==> config.mk <==
export PLATFORM = sky130hd
export DESIGN_NAME = cpu_test_sequencer
export DESIGN_NICKNAME = d
export VERILOG_FILES = /design/src/rtl/cpu_test_sequencer.sv
export SDC_FILE = /design/constraint.sdc
export NUM_CORES = 1
export LEC_CHECK = 0
export CAP_MARGIN = 20
export CORE_AREA = 2 2 188 190
export DETAILED_ROUTE_END_ITERATION = 8
export DIE_AREA = 0 0 190 192
export GPL_ROUTABILITY_DRIVEN = 0
export GPL_TIMING_DRIVEN = 0
export PLACE_DENSITY = 0.65
export SLEW_MARGIN = 30
export SYNTH_ARGS = -nofsm -noshare
export SYNTH_HDL_FRONTEND = slang
export SYNTH_SLANG_ARGS = --single-unit
==> constraint.sdc <==
create_clock -name clk -period 4.94 [get_ports clk]
set_input_delay 0.988 -clock clk [delete_from_list [all_inputs] [get_ports clk]]
set_output_delay 0.988 -clock clk [all_outputs]
set_load 0.01 [all_outputs]
==> src/rtl/cpu_test_sequencer.sv <==
// cpu_test_sequencer: boot/test controller that loads imem and dmem, runs the cpu
// for a set number of cycles, then streams dmem contents back out.
module cpu_test_sequencer #(
    parameter int          CNT_W     = 16,
    parameter logic [63:0] IMEM_BASE = 64'h0,
    parameter logic [63:0] DMEM_BASE = 64'h0
) (
    input  logic             clk,
    input  logic             arst,
    input  logic             start,
    input  logic [CNT_W-1:0] imem_words,
    input  logic [CNT_W-1:0] dmem_words,
    input  logic [CNT_W-1:0] run_cycles,
    input  logic             s_valid,
    output logic             s_ready,
    input  logic [63:0]      s_data,
    output logic             m_valid,
    input  logic             m_ready,
    output logic [63:0]      m_data,
    output logic             cpu_enable,
    output logic [63:0]      addr_ext,
    output logic             wen_ext,
    output logic             ren_ext,
    output logic [31:0]      wdata_ext,
    output logic [63:0]      addr_ext_2,
    output logic             wen_ext_2,
    output logic             ren_ext_2,
    output logic [63:0]      wdata_ext_2,
    input  logic [63:0]      rdata_ext_2,
    output logic             busy,
    output logic             done
);
    typedef enum logic [2:0] {IDLE, LOAD_I, LOAD_D, RUN, DUMP_RD, DUMP_WAIT, DUMP_OUT, DONE} state_t;
    localparam logic [CNT_W-1:0] ONE = CNT_W'(1);
    state_t           state, state_nx;
    logic [CNT_W-1:0] n_i, n_d, n_r, idx, cyc;
    logic             idle, s_hs, m_hs, last;
    // First phase after 'from' whose count is non-zero; empty phases are skipped in one step
    function automatic state_t after(input state_t from, input logic [CNT_W-1:0] ni, nd, nr);
        if (from == IDLE && ni != '0) return LOAD_I;
        if ((from == IDLE || from == LOAD_I) && nd != '0) return LOAD_D;
        if (from != RUN && nr != '0) return RUN;
        return nd != '0 ? DUMP_RD : DONE;
    endfunction
    assign idle        = state == IDLE || state == DONE;
    assign s_ready     = state == LOAD_I || state == LOAD_D;
    assign s_hs        = s_valid && s_ready;
    assign m_valid     = state == DUMP_OUT;
    assign m_hs        = m_valid && m_ready;
    assign last        = idx == (state == LOAD_I ? n_i : n_d) - ONE;
    assign cpu_enable  = state == RUN;
    assign busy        = !idle;
    assign done        = state == DONE;
    assign ren_ext     = 1'b0;
    assign wen_ext     = state == LOAD_I && s_valid;
    assign addr_ext    = wen_ext ? IMEM_BASE + (64'(idx) << 2) : '0;
    assign wdata_ext   = wen_ext ? s_data[31:0] : '0;
    assign wen_ext_2   = state == LOAD_D && s_valid;
    assign ren_ext_2   = state == DUMP_RD;
    assign addr_ext_2  = (wen_ext_2 || ren_ext_2) ? DMEM_BASE + (64'(idx) << 3) : '0;
    assign wdata_ext_2 = wen_ext_2 ? s_data : '0;
    always_comb begin
        state_nx = state;
        case (state)
            IDLE, DONE: state_nx = start ? after(IDLE, imem_words, dmem_words, run_cycles) : state;
            LOAD_I:     state_nx = (s_hs && last) ? after(LOAD_I, n_i, n_d, n_r) : state;
            LOAD_D:     state_nx = (s_hs && last) ? after(LOAD_D, n_i, n_d, n_r) : state;
            RUN:        state_nx = (cyc == n_r - ONE) ? after(RUN, n_i, n_d, n_r) : state;
            DUMP_RD:    state_nx = DUMP_WAIT;
            DUMP_WAIT:  state_nx = DUMP_OUT;
            DUMP_OUT:   state_nx = m_hs ? (last ? DONE : DUMP_RD) : state;
        endcase
    end
    always_ff @(posedge clk or posedge arst) begin
        if (arst) begin
            state  <= IDLE;
            n_i    <= '0;
            n_d    <= '0;
            n_r    <= '0;
            idx    <= '0;
            cyc    <= '0;
            m_data <= '0;
        end else begin
            state <= state_nx;
            if (idle && start) begin
                n_i <= imem_words;
                n_d <= dmem_words;
                n_r <= run_cycles;
                idx <= '0;
                cyc <= '0;
            end else if (s_hs || m_hs) begin
                idx <= last ? '0 : idx + ONE;
            end
            if (state == RUN) cyc <= cyc + ONE;
            if (state == DUMP_WAIT) m_data <= rdata_ext_2;
        end
    end
endmodule

==> results.cfg <==
[worst_setup_path]
cp-end-kind = register
critPathBufInv = 5
crit_path_start_kind = register
regToRegSetupSlack_ps = 260
crit_slowest_cell = or3b_2
cp_max_fo = 10
cpMostUsedCell = buf_2
arrival_ps = 5000
reg2reg_from = state[0]$_DFFE_PP0P_
ff2ff_path_depth = 16
crit_type = reg -> reg
slowest_delay_ps = 540
reg2reg_to = idx[13]$_DFFE_PP0P_
crit_required_ps = 5260
cp_top_family = compound AO/OA/AOI/OAI gates
crit_chain = buf_2 > nor3b_2 > buf_4 > clkbuf_4 > buf_2 > mux2i_1 > ha_1 > or3b_2 > mux2i_2 > o21ai_1 > and3_1 > o32ai_1 > a211oi_4 > a21o_2 > buf_6 > o311ai_1

[die]
initial_core_util = 0.273
io_pins = 478
die_x_um = 190
rows = 68
fp.dieArea_um2 = 36500
die_y_um = 192
fp.coreArea_um2 = 34300

[synth]
synthFlopType = dfrtp_1
netlist_top_cells_count = 147 x dfrtp_1, 115 x mux2_2, 98 x buf_4, 65 x and2_1, 56 x and3_1
synth.distinct_cells = 68
ys_ff_latch = 147
syn_inst = 949
synth_edf_count = 0
synth_area_um2 = 9360
ys_seq_area_frac = 0.393
async_reset_ff_frac = 1.00
yosysMostFrequentCell = dfrtp_1
synth_top_area_frac = 0.393
avgSynthCellArea_um2 = 9.86
yosys-top-cells-area = dfrtp_1 39%, mux2_2 14%, buf_4 7.9%
synth.largest_area_cell = dfrtp_1
ys_warn_count = 0

[final_layout]
n_fill_cell = 3289
seqCellArea_um2 = 3680
nNetsFinal = 1631
multi_input_area_um2 = 5090
postLayoutCellArea_um2 = 14800
area_growth_pct = 58.3
drive_above_1_share = 0.191
finalNonFillerCells = 1916

[grt]
track_usage = 0.196
overflow = 0
antenna_found_initial = 9
grt_max_degree = 77
grt_pass1_wl_um = 53600
grt_pass1_vias = 8719

[route]
vias = 8713
drtIter0Drc = 366
routed_wl_um = 36400
drc = 0
viasPerCell = 4.55
drt_first_pass_iters = 4
antenna_left = 0
wl_per_cell_um = 19.0

[clock_tree]
clkLatencyLatePin_ps = 440
post-cts-setup-buffer-count = 0
clock_path_buffers = 2
clock_sinks = 147
htree_levels = 4
clkTransAtPathRegs_ps = 60
cts_buffers = 17
cts_tree = done
root_buffer = clkbuf_16

[placed_design]
dpl.cell_count = 1882
io_buffers = 380
dpl.hpwl_um = 29900
placed_area_um2 = 14200

[status]
outcome = completed

[power]
powerDensity_nw_per_um2 = 428
power_mw = 6.33
p_leak_nw = 6.32
ir_drop_v = 0.000331

[timing]
timing.final.crit_share = 0.947
fin_worst_skew_ps = 6.53
period_needed_ps = 4680
setup_viol = 0
tightest_slew_ps = 841
fmax_mhz = 214
drv_slew = 0
hold_violations = 0
slew_headroom = 0.434
hold_ws_ps = 503

[min_path]
hold_class = reg -> reg
hp-start = m_data[3]$_DFFE_PP0P_
hold_path_depth = 1
whs_endpoint = m_data[3]$_DFFE_PP0P_

[run]
drv_cap = 0
worst max path at each step:
stage / start / end / slack [ps] / depth (start not counted)
after floorplan: arst / cyc[0]$_DFFE_PP0P_ / 0.7 / 1
after global placement: arst / n_i[2]$_DFFE_PP0P_ / -2230 / 2
after detailed placement: s_valid / wdata_ext_2[21] / -170 / 7
after CTS: s_valid / wdata_ext_2[21] / 40 / 7
after global routing: state[0]$_DFFE_PP0P_ / idx[6]$_DFFE_PP0P_ / -10 / 17
final: state[0]$_DFFE_PP0P_ / idx[13]$_DFFE_PP0P_ / 260 / 16
repair_timing:
action	CTS	global route
endpoints found under the setup margin	18	29
gates cloned	0	0
hold endpoints to repair	0	0
hold buffers	0	0
resized for setup	2	11
cell families (layout without fill, tap and decap cells):
group	count (synthesis)	count (layout)	synth area share
buffers and inverters	163	577	0.106
AOI/OAI and AO/OA	101	101	0.0747
other	1	99	0.000401
muxes	135	135	0.160
and+or+nand+nor	350	350	0.216
xor gates and xnor gates	48	48	0.0449
DFF	147	147	0.393
adders and majority gates	4	4	0.00535
through the flow:
step / setup WS [ps] / util / setup TNS [ps]
global placement: -2230 / 0.411 / -326790
floorplan: 0.665 / - / 0
finish: 261 / 0.432 / 0
CTS: 37.5 / 0.431 / 0
global route: -11.8 / 0.432 / -12.3
detailed placement: -170 / 0.413 / -1530
metal layers:
layer,wire length [µm],vias up,GRT usage,share of wire
met2,18700,393,0.360,0.51
met3,3340,48,0.0669,0.092
met5,42,-,0,0.0012
li1,-,4177,-,-
met4,684,6,0.0564,0.019
met1,13600,4089,0.214,0.37
where the power goes:
part           total, mW  switching, mW  internal [mW]
Clock               1.36          0.536          0.822
Sequential          2.26          0.526           1.73
Combinational       2.72           1.18           1.54
worst register-to-register path, delay by kind of cell, from the launching register on:
kind	cells	cell delay, ps
and+or+nand+nor	3	1030
adders and majority gates	1	230
muxes	2	520
AOI/OAI and AO/OA	5	1240
DFF	1	330
buffers and inverters	5	1220
state kept, by name (all words and copies together) (netlist names):
| signal | flops |
|---|---|
| idx | 16 |
| cyc | 16 |
| n_d | 16 |
| n_i | 16 |
| m_data | 64 |
| state | 3 |
| n_r | 16 |
area by class of cell:
type / count / area share
inverters: 10 / 0.00304
well taps: 455 / 0.0384
repair buffers: 382 / 0.260
clock inverters: 12 / 0.0105
plain buffers: 153 / 0.0650
diodes: 2 / 0.000338
clock buffers: 20 / 0.0308
flip-flops and latches: 147 / 0.248
multi-input cells: 735 / 0.343
cells in the final DEF (no fill, tap or decap), types with 10 or more instances in the layout:
| master | count |
|---|---|
| a21oi_1 | 10 |
| and2_1 | 65 |
| and3_1 | 56 |
| buf_4 | 98 |
| clkbuf_1 | 44 |
| clkbuf_16 | 17 |
| clkdlybuf4s50_1 | 380 |
| conb_1 | 97 |
| dfrtp_1 | 147 |
| mux2_2 | 115 |
| mux2i_1 | 19 |
| nand2_1 | 45 |
| nand3_1 | 37 |
| nand4_1 | 10 |
| nor2_1 | 25 |
| nor2b_1 | 20 |
| nor3_1 | 21 |
| nor4_1 | 29 |
| o21ai_0 | 38 |
| xnor2_1 | 30 |
| xor2_1 | 18 |
Note: power is estimated with default switching activity, not from simulation.
